**src/rtl/pcw_input_pkg.sv**
```systemverilog
// pcw_input_pkg: shared types and widths for the input-conditioning blocks
package pcw_input_pkg;
  localparam int GLITCH_W = 8;
  localparam int CNT_W = 16;
  typedef enum logic [1:0] {LOW, QUAL_HI, HIGH, QUAL_LO} debounce_state_t;
endpackage

```
**src/rtl/signal_debounce_sync_chain.sv**
```systemverilog
// sync_chain: STAGES-deep flop chain bringing an asynchronous level into clk_sys
module sync_chain #(
  parameter int STAGES = 2
) (
  input  logic clk_sys,
  input  logic reset_n,
  input  logic d,
  output logic q
);
  logic [STAGES-1:0] chain_q;
  // shift the raw level through the chain; the oldest stage is the safe output
  always_ff @(posedge clk_sys) begin
    if (!reset_n) chain_q <= '0;
    else chain_q <= {chain_q[STAGES-2:0], d};
  end
  assign q = chain_q[STAGES-1];
endmodule

```
**src/rtl/signal_debounce.sv**
```systemverilog
// signal_debounce: synchronise, qualify and edge-detect a noisy input.
// Define SIGNAL_DEBOUNCE_EDGE_EN to generate pos_edge/neg_edge pulses;
// without it both pulse ports are tied to 0.
module signal_debounce
  import pcw_input_pkg::*;
#(
  parameter int SYNC_STAGES = 2,
  parameter int DEBOUNCE_CYCLES = 1000
) (
  input  logic                clk_sys,
  input  logic                reset_n,
  input  logic                signal_in,
  input  logic                glitch_clr,
  output logic                level_out,
  output logic                pos_edge,
  output logic                neg_edge,
  output logic [GLITCH_W-1:0] glitch_cnt
);
  localparam logic [CNT_W-1:0] LAST = CNT_W'(DEBOUNCE_CYCLES - 1);
  logic s_sync;
  debounce_state_t state_q;
  logic [CNT_W-1:0] cnt_q;
  logic level_q;
  logic glitch_hit;
  logic [GLITCH_W-1:0] glitch_q, glitch_d;
  sync_chain #(.STAGES(SYNC_STAGES)) u_sync (
    .clk_sys(clk_sys),
    .reset_n(reset_n),
    .d      (signal_in),
    .q      (s_sync)
  );
  // qualification FSM; level follows the stable state so qualifying never disturbs it
  always_ff @(posedge clk_sys) begin
    if (!reset_n) begin
      state_q <= LOW;
      cnt_q   <= '0;
      level_q <= 1'b0;
    end else begin
      case (state_q)
        LOW: if (s_sync) begin
          state_q <= QUAL_HI;
          cnt_q   <= '0;
        end
        QUAL_HI: if (!s_sync) state_q <= LOW;
          else if (cnt_q == LAST) begin
            state_q <= HIGH;
            level_q <= 1'b1;
          end else cnt_q <= cnt_q + 1'b1;
        HIGH: if (!s_sync) begin
          state_q <= QUAL_LO;
          cnt_q   <= '0;
        end
        QUAL_LO: if (s_sync) state_q <= HIGH;
          else if (cnt_q == LAST) begin
            state_q <= LOW;
            level_q <= 1'b0;
          end else cnt_q <= cnt_q + 1'b1;
        default: state_q <= LOW;
      endcase
    end
  end
  // a qualification abandoned before completion is a rejected glitch; clear wins
  always_comb begin
    glitch_hit = (state_q == QUAL_HI && !s_sync) || (state_q == QUAL_LO && s_sync);
    glitch_d = glitch_clr ? '0 : (glitch_hit && glitch_q != '1) ? glitch_q + 1'b1 : glitch_q;
  end
  // saturating rejected-transition counter
  always_ff @(posedge clk_sys) begin
    if (!reset_n) glitch_q <= '0;
    else glitch_q <= glitch_d;
  end
  assign level_out  = level_q;
  assign glitch_cnt = glitch_q;
`ifdef SIGNAL_DEBOUNCE_EDGE_EN
  logic pos_q, neg_q;
  // pulse on the same edge the qualified level changes
  always_ff @(posedge clk_sys) begin
    if (!reset_n) begin
      pos_q <= 1'b0;
      neg_q <= 1'b0;
    end else begin
      pos_q <= state_q == QUAL_HI && s_sync && cnt_q == LAST;
      neg_q <= state_q == QUAL_LO && !s_sync && cnt_q == LAST;
    end
  end
  assign pos_edge = pos_q;
  assign neg_edge = neg_q;
`else
  assign pos_edge = 1'b0;
  assign neg_edge = 1'b0;
`endif
endmodule

```
**config.mk**
```make
export PLATFORM = sky130hd
export DESIGN_NAME = signal_debounce
export DESIGN_NICKNAME = d
export VERILOG_FILES = /design/src/rtl/pcw_input_pkg.sv /design/src/rtl/signal_debounce_sync_chain.sv /design/src/rtl/signal_debounce.sv
export SDC_FILE = /design/constraint.sdc
export NUM_CORES = 1
export LEC_CHECK = 0
export BUFFER_PORTS_ARGS = -buffer_cell sky130_fd_sc_hd__buf_4
export CAP_MARGIN = 20
export CORE_MARGIN = 5
export CORE_UTILIZATION = 35
export CTS_CLUSTER_DIAMETER = 80
export DETAILED_ROUTE_END_ITERATION = 10
export PLACE_DENSITY = 0.54
export SKIP_LAST_GASP = 1
export SLEW_MARGIN = 0
export SYNTH_ARGS = -nofsm -noshare
export SYNTH_HDL_FRONTEND = slang
export SYNTH_SLANG_ARGS = --single-unit
```
**constraint.sdc**
```tcl
create_clock -name clk_sys -period 2.2 [get_ports clk_sys]
set_input_delay 0.55 -clock clk_sys [delete_from_list [all_inputs] [get_ports clk_sys]]
set_output_delay 0.55 -clock clk_sys [all_outputs]
set_load 0.01 [all_outputs]
```
==> out/metrics.yaml <==
clock_tree:
  ctsRootBufferMaster: "sky130_fd_sc_hd__clkbuf_8"
  cts-root-to-sink-buffers: 2
  numClockSinks: 29
  cts.repair.resized: 0
  holdBufCountCts: 0
  cts_max_level: 2
  path_clk_slew_ps: 60
  clock_latency_ps: 270
  cts_setup_buffers: 0
  cts_inserted_buffers: 5
  cts_tree: "yes"
place:
  buffer_ports.inserted: 12
  place.gp.congestion: 0.8397
  post-place-cells: 234
  place_hpwl_um: 2535
synthesis:
  post-synth-top-area-cell: "sky130_fd_sc_hd__dfxtp_1"
  synth_commonest_cells: "sky130_fd_sc_hd__dfxtp_1, sky130_fd_sc_hd__a21oi_1, sky130_fd_sc_hd__nand2_1"
  netlist_instances: 174
  synth_top_cell_area_share_pct: 40.07
  part_of_the_yosys_area_used_for_sequential_elements_pct: 40.07
  synth_edf_count: 0
  yosysUniqueCellTypes: 38
  yosysWarningCount: 0
  synth_most_common_cell: "sky130_fd_sc_hd__dfxtp_1"
  yosys-top-cells-area: "sky130_fd_sc_hd__dfxtp_1, sky130_fd_sc_hd__a21oi_1, sky130_fd_sc_hd__or4_1"
  post_synth.cell_area_avg_um2: 8.327
  synth.ff_latch_count: 29
  yosys_most_used_dff: "sky130_fd_sc_hd__dfxtp_1"
  async_set_or_reset_register_ratio_after_synthesis_pct: 0
  syn_area_mm2: 0.001449
critical_path:
  worst-endpoint-required_ps: 2400
  cp.arrival_ps: 2090
  critical_path.startpoint_type: "flip-flop"
  crit_fanout: 12
  critPathKind: "reg2reg"
  worstSetupEndpointType: "flip-flop"
die:
  start_util_pct: 36.22
  die_area_mm2: 0.005526
  core_region_area_mm2: 0.004000
  placement_rows: 23
  chipHeight_um: 74.34
  die_width_um: 74.34
  floorplan.io_pins: 15
timing:
  timing.slew.headroom_pct: 62.48
  skew_ps: 6.359
  timing.final.setup_violations: 0
  max_freq_ghz: 0.5309
  totalNegativeSetupSlack_ps: 0
  share_of_the_clock_period_used_by_the_worst_path_after_layout_pct: 85.62
  worst_pin_slew_ps: 558.7
  final_hold_viol_count: 0
  final-max-slew-violation-count: 0
  setup_repair_after_global_routing_missed_its_margin: "false"
  layout_min_cycle_time_ps: 1884
global_routing:
  first_global_vias: 1259
  grt_pass1_wl_um: 5837
  maximum_number_of_pins_on_one_net_before_global_route_repair: 13
  globalRouteOverflowTotal: 0
  gr-usage-all-layers_pct: 13.73
  initial_antenna_violation_count: 0
route:
  drt_iter0_markers: 70
  drt_pre_antenna_iters: 4
  wire_per_inst_um: 13.85
  drt_drc_violations_left: 0
  drt.antenna.violating_nets: 0
  drt_wl_total_um: 3352
  post_drt_via_cell_ratio: 5.533
  vias: 1339
status:
  outcome: "finished, final reports clean"
cells_and_area:
  synthToLayoutAreaGrowth_pct: 16.49
  multiInputGateArea_um2: 812.0
  drive_gt1_share_pct: 14.58
  register_area_um2: 580.6
  final_nets: 197
  num_antenna_cells: 0
  final_cells: 242
  num-fill-cells: 401
power:
  fin_total_pwr_w: 0.0009717
  power.static_leakage_nw: 0.5811
  vdd_ir_drop_max_mv: 0.2626
  powerDensity_mw_per_mm2: 575.7
worst_hold_path:
  hold_path_class: "reg2reg"
flow_run:
  maxCapViolCount: 0
==> per-stage QoR <==
step / hold WS (ps) / util, % / setup WS [ps] / instance area (um2)
floorplan: 411.9 / - / 521.6 / 1453
finish: 433.2 / 42.20 / 316.4 / 1688
CTS: 437.5 / 42.20 / 317.9 / 1688
detailed placement: 420.3 / 40.13 / 319.1 / 1605
global route: 476.8 / 42.20 / 107.1 / 1688
global placement: 431.7 / 40.13 / 355.2 / 1605
==> placed cells by master (no fill, tap or decap), types with 5 or more instances in the layout <==
master                     count
sky130_fd_sc_hd__a21oi_1      13
sky130_fd_sc_hd__buf_4        17
sky130_fd_sc_hd__clkbuf_8      5
sky130_fd_sc_hd__dfxtp_1      29
sky130_fd_sc_hd__inv_1         6
sky130_fd_sc_hd__nand2_1      13
sky130_fd_sc_hd__nand3_1      10
sky130_fd_sc_hd__nand4_1       8
sky130_fd_sc_hd__nor2_1       10
sky130_fd_sc_hd__nor3_1        8
sky130_fd_sc_hd__o21ai_0       7
sky130_fd_sc_hd__o31ai_1       5
sky130_fd_sc_hd__or3_1         7
sky130_fd_sc_hd__or4_1         8
sky130_fd_sc_hd__xor2_1        5
==> flip-flops by register name (all words and copies together) (netlist names), named ones only <==
name	flops
u_sync.chain_q	2
cnt_q	16
level_out	1
glitch_cnt	8
state_q	1
==> cells by family after synthesis <==
group,Yosys count,share of synthesized area (%)
adders and majority gates,2,1.727
and+or+nand+nor,80,30.92
DFF,29,40.07
muxes,2,1.382
buffers and inverters,14,4.145
AOI/OAI and AO/OA,37,16.06
other,1,0.2588
xor gates and xnor gates,9,5.440
==> worst paths after layout <==
kind	startpoint	to	slack (ps)	cells past startpoint
worst max-delay path	flip-flop	glitch_cnt[5]	320	5
worst min-delay path	u_sync.chain_q[0]	u_sync.chain_q[1]	430	1
worst max register to register	flip-flop	glitch_cnt[5]	320	5
worst min register to register	u_sync.chain_q[0]	u_sync.chain_q[1]	430	1
==> per-layer routing <==
layer / share of wire [%] / up-vias / track usage [%] / wire, um
li1: - / 677 / - / -
met1: 47 / 627 / 17.23 / 1574
met2: 48 / 31 / 22.15 / 1595
met3: 4.7 / 4 / 4.865 / 156
met4: 0.75 / 0 / 4.348 / 25
met5: 0 / - / 0 / 0
==> area by class of cell <==
cell class              count  area share [%]
multi-input cells         132           48.11
flip-flops and latches     29           34.40
repair buffers             17           7.561
clock buffers               6           4.299
well taps                  50           3.706
inverters                   6           1.334
clock inverters             2          0.5930
==> worst max-delay path: stages (launching register included) <==
cell and delay [ps]:
sky130_fd_sc_hd__dfxtp_1 350, sky130_fd_sc_hd__xnor2_1 490, sky130_fd_sc_hd__o211ai_1 160, sky130_fd_sc_hd__buf_4 210, sky130_fd_sc_hd__or4_1 460, sky130_fd_sc_hd__a21oi_1 150
==> report_power, final <==
part           leakage [nW]  switching, W  total [W]  internal [W]
sequential            0.234    0.00000266   0.000530      0.000528
combinational         0.302     0.0000233  0.0000373     0.0000140
clock                0.0450      0.000186   0.000404      0.000218
total                 0.581      0.000212   0.000972      0.000760
Note: power is estimated with default switching activity, not from simulation.
